[config.mk]
export PLATFORM = sky130hd
export DESIGN_NAME = spike_event_packetizer
export DESIGN_NICKNAME = d
export VERILOG_FILES = /design/src/rtl/spike_event_packetizer.sv
export SDC_FILE = /design/constraint.sdc
export NUM_CORES = 1
export LEC_CHECK = 0
export BUFFER_PORTS_ARGS = -buffer_cell sky130_fd_sc_hd__clkbuf_2
export CORE_MARGIN = 1.5
export CORE_UTILIZATION = 45
export CTS_BUF_LIST = sky130_fd_sc_hd__clkbuf_8
export DETAILED_ROUTE_END_ITERATION = 8
export GPL_TIMING_DRIVEN = 1
export PLACE_DENSITY = 0.74
export SLEW_MARGIN = 15
export SYNTH_ARGS = -nofsm -noshare
export SYNTH_HDL_FRONTEND = slang
export SYNTH_SLANG_ARGS = --single-unit
[constraint.sdc]
create_clock -name clk -period 4.2 [get_ports clk]
set_clock_uncertainty 0.2 [all_clocks]
set_input_delay 0.63 -clock clk [delete_from_list [all_inputs] [get_ports clk]]
set_output_delay 0.63 -clock clk [all_outputs]
set_load 0.1 [all_outputs]
[src/rtl/spike_event_packetizer.sv]
// Captures a per-timestep spike vector and streams one packet per set bit,
// lowest neuron index first, tagged with the timestep it was captured in.
module spike_event_packetizer #(
  parameter int N_NEURONS = 256,
  parameter int IDX_W     = 8,
  parameter int TICK_W    = 16
) (
  input  logic                 clk,
  input  logic                 reset_n,
  input  logic [N_NEURONS-1:0] spike_vec_i,
  input  logic                 spike_valid_i,
  output logic                 pkt_valid_o,
  input  logic                 pkt_ready_i,
  output logic [IDX_W-1:0]     pkt_idx_o,
  output logic [TICK_W-1:0]    pkt_tick_o,
  output logic                 pkt_last_o,
  output logic                 busy_o,
  output logic                 done_o,
  output logic                 overflow_o,
  input  logic                 clear_overflow_i,
  output logic [1:0]           state_o
);

  // Stream handshake: a packet transfers on any rising clk edge where
  // pkt_valid_o & pkt_ready_i; while valid is high and ready is low the
  // payload holds, and valid only falls after a transfer (or on reset).

  typedef enum logic [1:0] {
    IDLE = 2'd0,
    SCAN = 2'd1,
    DONE = 2'd2
  } state_t;

  state_t               state;
  logic [N_NEURONS-1:0] snap;
  logic [TICK_W-1:0]    tick;
  logic [TICK_W-1:0]    tag;
  logic                 overflow;

  logic [IDX_W-1:0]     low_idx;
  logic [N_NEURONS-1:0] snap_rest;
  logic                 one_left;
  logic                 handshake;

  always_comb begin
    low_idx = '0;
    for (int i = N_NEURONS - 1; i >= 0; i--) begin
      if (snap[i]) low_idx = IDX_W'(i);
    end
  end

  // snap with its lowest set bit cleared; zero means exactly one bit remains.
  assign snap_rest = snap & (snap - {{(N_NEURONS-1){1'b0}}, 1'b1});
  assign one_left  = (snap != '0) && (snap_rest == '0);
  assign handshake = (state == SCAN) && pkt_ready_i;

  always_ff @(posedge clk or negedge reset_n) begin
    if (!reset_n) begin
      state    <= IDLE;
      snap     <= '0;
      tick     <= '0;
      tag      <= '0;
      overflow <= 1'b0;
    end else begin
      if (spike_valid_i && (state != IDLE)) overflow <= 1'b1;
      else if (clear_overflow_i)            overflow <= 1'b0;

      case (state)
        IDLE: begin
          if (spike_valid_i) begin
            snap <= spike_vec_i;
            tick <= tick + 1'b1;
            // The visible tag only moves when packets follow, so it holds
            // across zero-spike timesteps.
            if (spike_vec_i != '0) begin
              tag   <= tick;
              state <= SCAN;
            end else begin
              state <= DONE;
            end
          end
        end
        SCAN: begin
          if (handshake) begin
            snap <= snap_rest;
            if (one_left) state <= DONE;
          end
        end
        DONE:    state <= IDLE;
        default: state <= IDLE;
      endcase
    end
  end

  assign pkt_valid_o = (state == SCAN);
  assign pkt_idx_o   = (state == SCAN) ? low_idx : '0;
  assign pkt_last_o  = (state == SCAN) && one_left;
  assign pkt_tick_o  = tag;
  assign busy_o      = (state != IDLE);
  assign done_o      = (state == DONE);
  assign overflow_o  = overflow;
  assign state_o     = state;

endmodule

==> reports/metrics.cfg, run 1 <==
[status]
status = finished, violations left
violations = negative hold slack, negative setup slack

[routing]
drtIter0Drc = 4568
wl_per_cell_microns = 27.9
first_pass_iters = 9
post_drt_via_cell_ratio = 6.82
vias = 31100
postRouteAntennaNets = 0
wirelength_microns = 127000
drc = 0

[layout]
syn_to_final_growth_pct = 58.3
final_cell_area_sq_mm = 0.0335
drive_above_1_share = 0.391
fin_nets = 4171

[pwr]
p_leak_nw = 15.8
ir_worst_vdd_mv = 0.839
power_density_mw_per_mm2 = 297

[global_route]
grt_pass1_wl_microns = 187000
grt_pass1_vias = 30100
grt_max_degree = 141
antenna_found_initial = 6
track_usage = 0.514
overflow = 0

[placed_design]
dpl-instance-area_sq_mm = 0.0298
portBuffers = 291
place_congestion = 1.14
dp_hpwl_microns = 95000

[synthesis]
synthAdderAreaFrac = 0.000591
synth_edf_count = 0
yosys.area.top_type = dfrtp_1
syn_area_sq_mm = 0.0212
synth_top_family_by_area = simple AND/OR/NAND/NOR gates
yosys.area_share.simple = 0.303
ys_warn_count = 0
ys_ff_latch = 291
synthArstFlopShare = 1.00
synthMuxAreaShare = 0.00898
synth-compound-area-share = 0.286
yosysMostFrequentCell = nand2_1
yosys.area.top_type_share = 0.344
syn_inst = 2685
yosysSeqAreaShare = 0.344
yosys-top-cells-area = dfrtp_1 34%, a22o_1 9.6%, o21ai_0 6.7%
netlist-cell-type-count = 80
mappedNetlistNets = 2947
syn_avg_cell_area_sq_um = 7.89
yosys-top-cells-count = 316 x nand2_1, 291 x dfrtp_1, 284 x o21ai_0, 233 x a22o_1, 218 x nor2_1
synth-main-ff-cell = dfrtp_1
synthXorXnorAreaFrac = 0.00620

[timing]
min_period_ps = 5970
fin_ws_ps = -1770
rsz0062_at_grt = yes
hold_ws_ps = -8.43
setup_viol_count_final = 10
maxSlewViolCount = 0
fmax_mhz = 168
hold_viol_final = 1
timing.final.crit_share = 1.42
slew_headroom = 0.377
worst_pin_slew_ps = 934
fin_setup_tns_ps = -4830

[die]
die-area_sq_mm = 0.0484
die_h_microns = 220
placementRows = 79
die_w_microns = 220
num_io_pins = 292
coreArea_sq_mm = 0.0465
initial_core_util = 0.456

[clock_tree]
cts_root_buf = clkbuf_8
tritoncts = built
clk_path_buf_depth = 3
htree_num_levels = 2
clk_pin_slew_ps = 60
numCtsBuffers = 53
cts_sinks = 291
clk_latency_ps = 710

[job]
cap_viol_max_count = 0

[setup_path]
required_ps = 3370
worstSetupEndpointType = output port
path_max_fanout = 7
cp.arrival_ps = 5140
path_class = reg2out
startpoint_type = register
r2r_cells = 17

[hold_path]
holdPathStages = 2
min_path_type = in2reg

-- timing repair --
| action | 4_1_cts | 5_1_grt |
|---|---|---|
| hold buffers | 134 | 0 |
| setup buffers | 27 | 7 |
| setup endpoints to repair | 11 | 11 |
| gates resized for setup | 165 | 58 |
| hold endpoints to repair | 226 | 0 |
| pin swaps | 82 | 51 |
-- report_power, final --
group	switching (mW)	leakage, nW	internal [mW]
logic	2.34	11.4	1.67
registers	0.118	3.84	2.93
clock network	1.39	0.626	1.53
-- metal layers --
layer / track usage / routed length [microns] / part of all wire
met5: 0 / 46 / 0.00036
met4: 0.343 / 9870 / 0.078
met3: 0.144 / 15900 / 0.12
met2: 0.790 / 55500 / 0.44
met1: 0.626 / 46000 / 0.36
-- kinds of logic (layout without fill, tap and decap cells) --
kind of cell | Yosys count | after routing
AOI/OAI and AO/OA | 876 | 876
xor gates and xnor gates | 15 | 15
adders and majority gates | 1 | 1
buffers and inverters | 277 | 1540
DFF | 291 | 291
muxes | 17 | 17
other | 0 | 1
and+or+nand+nor | 1208 | 1208
-- registers in the layout, summed over array words and instances (netlist names) --
name / cells
overflow_o: 1
pkt_tick_o: 16
snap: 256
state_o: 2
tick: 16
-- final cells by class --
class,instances,area [sq um]
multi-input cells,2117,13900
inverters,72,273
clock buffers,69,950
repair buffers,1374,10300
flip-flops and latches,291,7280
clock inverters,25,143
fillers,3576,12900
well taps,607,759
diodes,1,2.50
-- worst max-delay path, cell delays in order, from the launching register on --
cell and delay [ps]:
dfrtp_1 390, or4_4 580, nor4_4 290, buf_4 180, nand4_4 210, nor2_4 210
buf_6 130, nand3_1 290, buf_4 300, or3_1 350, a22oi_1 320, nand4_1 230
nor4_4 340, buf_4 180, and3_4 230, buf_12 180
-- through the flow --
stage	power [mW]	util	std cells	hold slack [ps]	setup slack [ps]
2_1_floorplan	4.64	-	2685	134	-735
3_3_place_gp	6.58	0.642	4298	262	-1540
3_5_place_dp	6.60	0.642	4298	277	-1440
4_1_cts	9.73	0.715	4549	0.329	-1640
5_1_grt	10.2	0.722	4556	11.0	-1820
6_report	9.98	0.722	4556	-8.43	-1770
-- final timing paths --
kind | slack [ps] | endpoint | startpoint
min in group asynchronous | 360 | snap[116] | reset_n
max in group asynchronous | 2390 | tick[2] | reset_n
setup / recovery | -1770 | pkt_last_o | snap[23]
setup reg to reg | -660 | state_o[0] | snap[23]
hold / removal | -8 | snap[188] | spike_vec_i[188]
hold reg to reg | 300 | tick[15] | tick[15]
-- cells in the final DEF, fill, tap and decap left out, types with 9 or more instances in the layout --
cell / instances
buf_6: 19
or4_4: 13
nor2_1: 211
a22o_1: 233
a21o_1: 21
buf_4: 919
dfrtp_1: 291
nor3_2: 14
or4_1: 38
nor3_1: 95
o21bai_1: 9
mux2_2: 16
o21a_1: 9
buf_12: 20
or2_2: 18
a21oi_1: 98
a31oi_1: 13
nand2_1: 310
o2111ai_1: 13
clkbuf_2: 281
inv_1: 87
o31ai_1: 36
a22oi_1: 11
nor4_4: 20
clkbuf_8: 69
nor4_1: 163
or3_1: 26
o21ai_0: 269
dlygate4sd3_1: 134
xnor2_1: 13
and4_1: 13
o21ai_1: 9
nor4_2: 39
o31a_1: 15
nand4_1: 87
nand2b_1: 13
nand3_1: 64
a211oi_1: 12
and3_1: 9
Note: power is estimated with default switching activity, not from simulation.
==> inputs of run 2 (changes only) <==
Settings changed: ABC_AREA from default to 1, CTS_BUF_LIST sky130_fd_sc_hd__clkbuf_8 to sky130_fd_sc_hd__clkbuf_16.
==> run 2 against run 1 <==
The run ends with negative setup slack left. Total power increased to 3.5 times the previous value. Utilization is 6.0 points higher. Cell area up 26%. Non-clock buffer count grew 461. Sequential share of layout area decreased by 4.5 points. Worst hold slack better by 49 ps. Critical path depth up 241. Die area rose by 17%. Fmax is 60% lower. Synthesized area up 17%.
==> reports/metrics.cfg, run 2 <==
[clock_tree]
tritoncts = built
clk_latency_ps = 600  ; -110 ps
numCtsBuffers = 37  ; -30%
htree_num_levels = 2  ; unchanged
cts_sinks = 291  ; unchanged
cts_root_buf = clkbuf_16
clk_pin_slew_ps = 60  ; about the same
clk_path_buf_depth = 3  ; unchanged

[placed_design]
portBuffers = 291  ; unchanged
dp_hpwl_microns = 95300  ; +0.24%
place_ws_ps = -9860  ; -8430 ps
dpl-instance-area_sq_mm = 0.0381  ; +28%
dp_cells = 6242  ; +45%
place_congestion = 1.09  ; -4.6%

[global_route]
grt_pass1_wl_microns = 182000  ; -2.4%
track_usage = 0.419  ; -0.0946
grt_pass1_vias = 33000  ; +9.9%
grt_max_degree = 147  ; +4.3%
antenna_found_initial = 6  ; unchanged
overflow = 0  ; unchanged

[job]
cap_viol_max_count = 0  ; unchanged

[hold_path]
min_path_type = in2reg
min_to = overflow_o
holdPathStages = 2  ; unchanged
min_from = clear_overflow_i

[routing]
post_drt_via_cell_ratio = 5.42  ; -20%
drtIter0Drc = 3733  ; -18%
wl_per_cell_microns = 19.3  ; -31%
wirelength_microns = 124000  ; -2.7%
drc = 0  ; unchanged
vias = 34700  ; +12%
postRouteAntennaNets = 0  ; unchanged
first_pass_iters = 7  ; -2

[setup_path]
r2r-end = state_o[1]
startpoint_type = register
reg2reg_slack_ps = -3000  ; -2340 ps
cp.arrival_ps = 14240  ; +9100 ps
path_max_fanout = 2  ; -5
r2r_cells = 48  ; +31
slowest_delay_ps = 400  ; -180 ps
crit_top_cell = nand2_1
crit_buf_inv = 2  ; -3
r2r-start = snap[4]
path_class = reg2out
required_ps = 3370  ; about the same
crit_path_top_delay_cell = dfrtp_1
worstSetupEndpointType = output port
cp.depth = 256  ; +241
crit_family = simple AND/OR/NAND/NOR gates

[synthesis]
yosys.area.top_type = dfrtp_1
yosys.area.top_type_share = 0.293  ; -0.0505
yosysSeqAreaShare = 0.293  ; -0.0505
ys_warn_count = 0  ; unchanged
syn_area_sq_mm = 0.0248  ; +17%
netlist-cell-type-count = 41  ; -49%
synthArstFlopShare = 1.00  ; unchanged
synth-main-ff-cell = dfrtp_1
synth_edf_count = 0  ; unchanged
yosys-top-cells-count = 1040 x nor2_1, 683 x inv_1, 425 x nand2_1, 309 x o21ai_0, 291 x dfrtp_1
yosysMostFrequentCell = nor2_1
mappedNetlistNets = 4179  ; +42%
ys_ff_latch = 291  ; unchanged
syn_avg_cell_area_sq_um = 6.34  ; -20%
syn_inst = 3917  ; +46%
yosys-top-cells-area = dfrtp_1 29%, nor2_1 16%, inv_1 10%

[layout]
drive_above_1_share = 0.429  ; +0.0380
antenna_cells = 0  ; -1
syn_to_final_growth_pct = 70.5
layout.cells.non_filler = 6400  ; +40%
final_common_cell = buf_4
final_cell_mix = 1432 x buf_4, 901 x nor2_1, 666 x inv_1, 403 x nand2_1, 291 x dfrtp_1
final_cell_area_sq_mm = 0.0424  ; +26%
fin_nets = 5938  ; +42%
final_core_util = 0.782  ; +0.0603
largest_register_ffs = 256  ; unchanged
top_register = snap

[pwr]
power_density_mw_per_mm2 = 817  ; +170%
ir_worst_vdd_mv = 0.832  ; -0.84%
p_leak_nw = 21.1  ; +33%

[status]
status = finished, violations left
violations = negative setup slack

[timing]
maxSlewViolCount = 0  ; unchanged
min_period_ps = 15070  ; +9110 ps
timing.final.crit_share = 3.59  ; +2.17
slew_headroom = 0.289  ; -0.0878
setup_viol_count_final = 127  ; +117
hold_viol_final = 0  ; -1
fmax_mhz = 66.3  ; -60%
fin_setup_tns_ps = -107730  ; -102910 ps
worst_pin_slew_ps = 1070  ; +132 ps
rsz0062_at_grt = yes
fin_ws_ps = -10870  ; -9110 ps

[die]
die_h_microns = 238  ; +8.2%
num_io_pins = 292  ; unchanged
die-area_sq_mm = 0.0566  ; +17%
die_w_microns = 238  ; +8.2%
coreArea_sq_mm = 0.0541  ; +17%
initial_core_util = 0.459  ; +0.00280
placementRows = 85  ; +7.6%

run 2: cell types whose count changed after synthesis, sizes merged, moves of 42 or more:
| cell | before | now |
|---|---|---|
| o22ai | 3 | 242 |
| nand2 | 318 | 425 |
| o21ai | 286 | 347 |
| a22o | 233 | 0 |
| nor2 | 219 | 1040 |
| nor4 | 222 | 133 |
| inv | 72 | 771 |
| clkbuf | 180 | 100 |
| bufinv | 0 | 118 |
| nor3 | 113 | 68 |
| or4 | 51 | 9 |
run 2: area by class of cell:
cell class                 instances  area [sq um]
multi-input combinational       2608         14200
timing repair buffer            1835         13700
fill                            3946         11800
sequential                       291          7280
inverter                         903          5130
clock buffer                      37           926
tap                              696           871
clock inverter                    30           241
run 2: logic make-up after synthesis:
| group | synth area share |
|---|---|
| fa+ha+maj | 0.000504 |
| flops | 0.293 |
| buf+inv | 0.222 |
| compound gates | 0.181 |
| xor+xnor | 0.00494 |
| simple gates | 0.298 |
run 2: how the worst max path moves through the flow:
stage                         start            to  slack [ps]
final                     snap[254]  pkt_idx_o[0]      -10870
after global routing      snap[254]  pkt_idx_o[0]      -13170
after CTS                 snap[254]  pkt_idx_o[0]      -10670
after detailed placement  snap[254]  pkt_idx_o[0]       -9860
after global placement    snap[254]  pkt_idx_o[0]       -9710
after floorplan           snap[254]  pkt_idx_o[0]       -8250
run 2: per-stage QoR:
step | hold WS, ps | power, mW
global placement | 256 | 28.4
detailed placement | 267 | 28.8
finish | 40.1 | 34.6
CTS | 25.4 | 33.0
floorplan | 134 | 16.6
global route | 39.9 | 36.4
run 2: report_power, final:
group	switching, mW	internal, mW	total, mW	leakage (nW)
sequential	0.843	4.20	5.05	3.55
combinational	13.6	12.7	26.3	16.9
clock	1.43	1.80	3.23	0.600
run 2: worst reg2reg max path: cells and delay by family, from the launching register on:
family / cells / cell delay (ps)
AO/OA/AOI/OAI: 2 / 260
buffers and inverters: 15 / 1530
flip-flops: 1 / 420
AND/OR/NAND/NOR: 31 / 4710
run 2: metal layers:
metal | track usage | share of wire
met1 | 0.529 | 0.38
met2 | 0.673 | 0.45
met3 | 0.0819 | 0.10
met4 | 0.233 | 0.066
met5 | 0 | 0.00065
run 2: what timing repair did:
item	CTS	global route
setup buffers	67	39
hold endpoints to repair	90	0
resized for setup	388	214
hold buffers	1	0
pin swaps	101	173
setup endpoints to repair	144	148
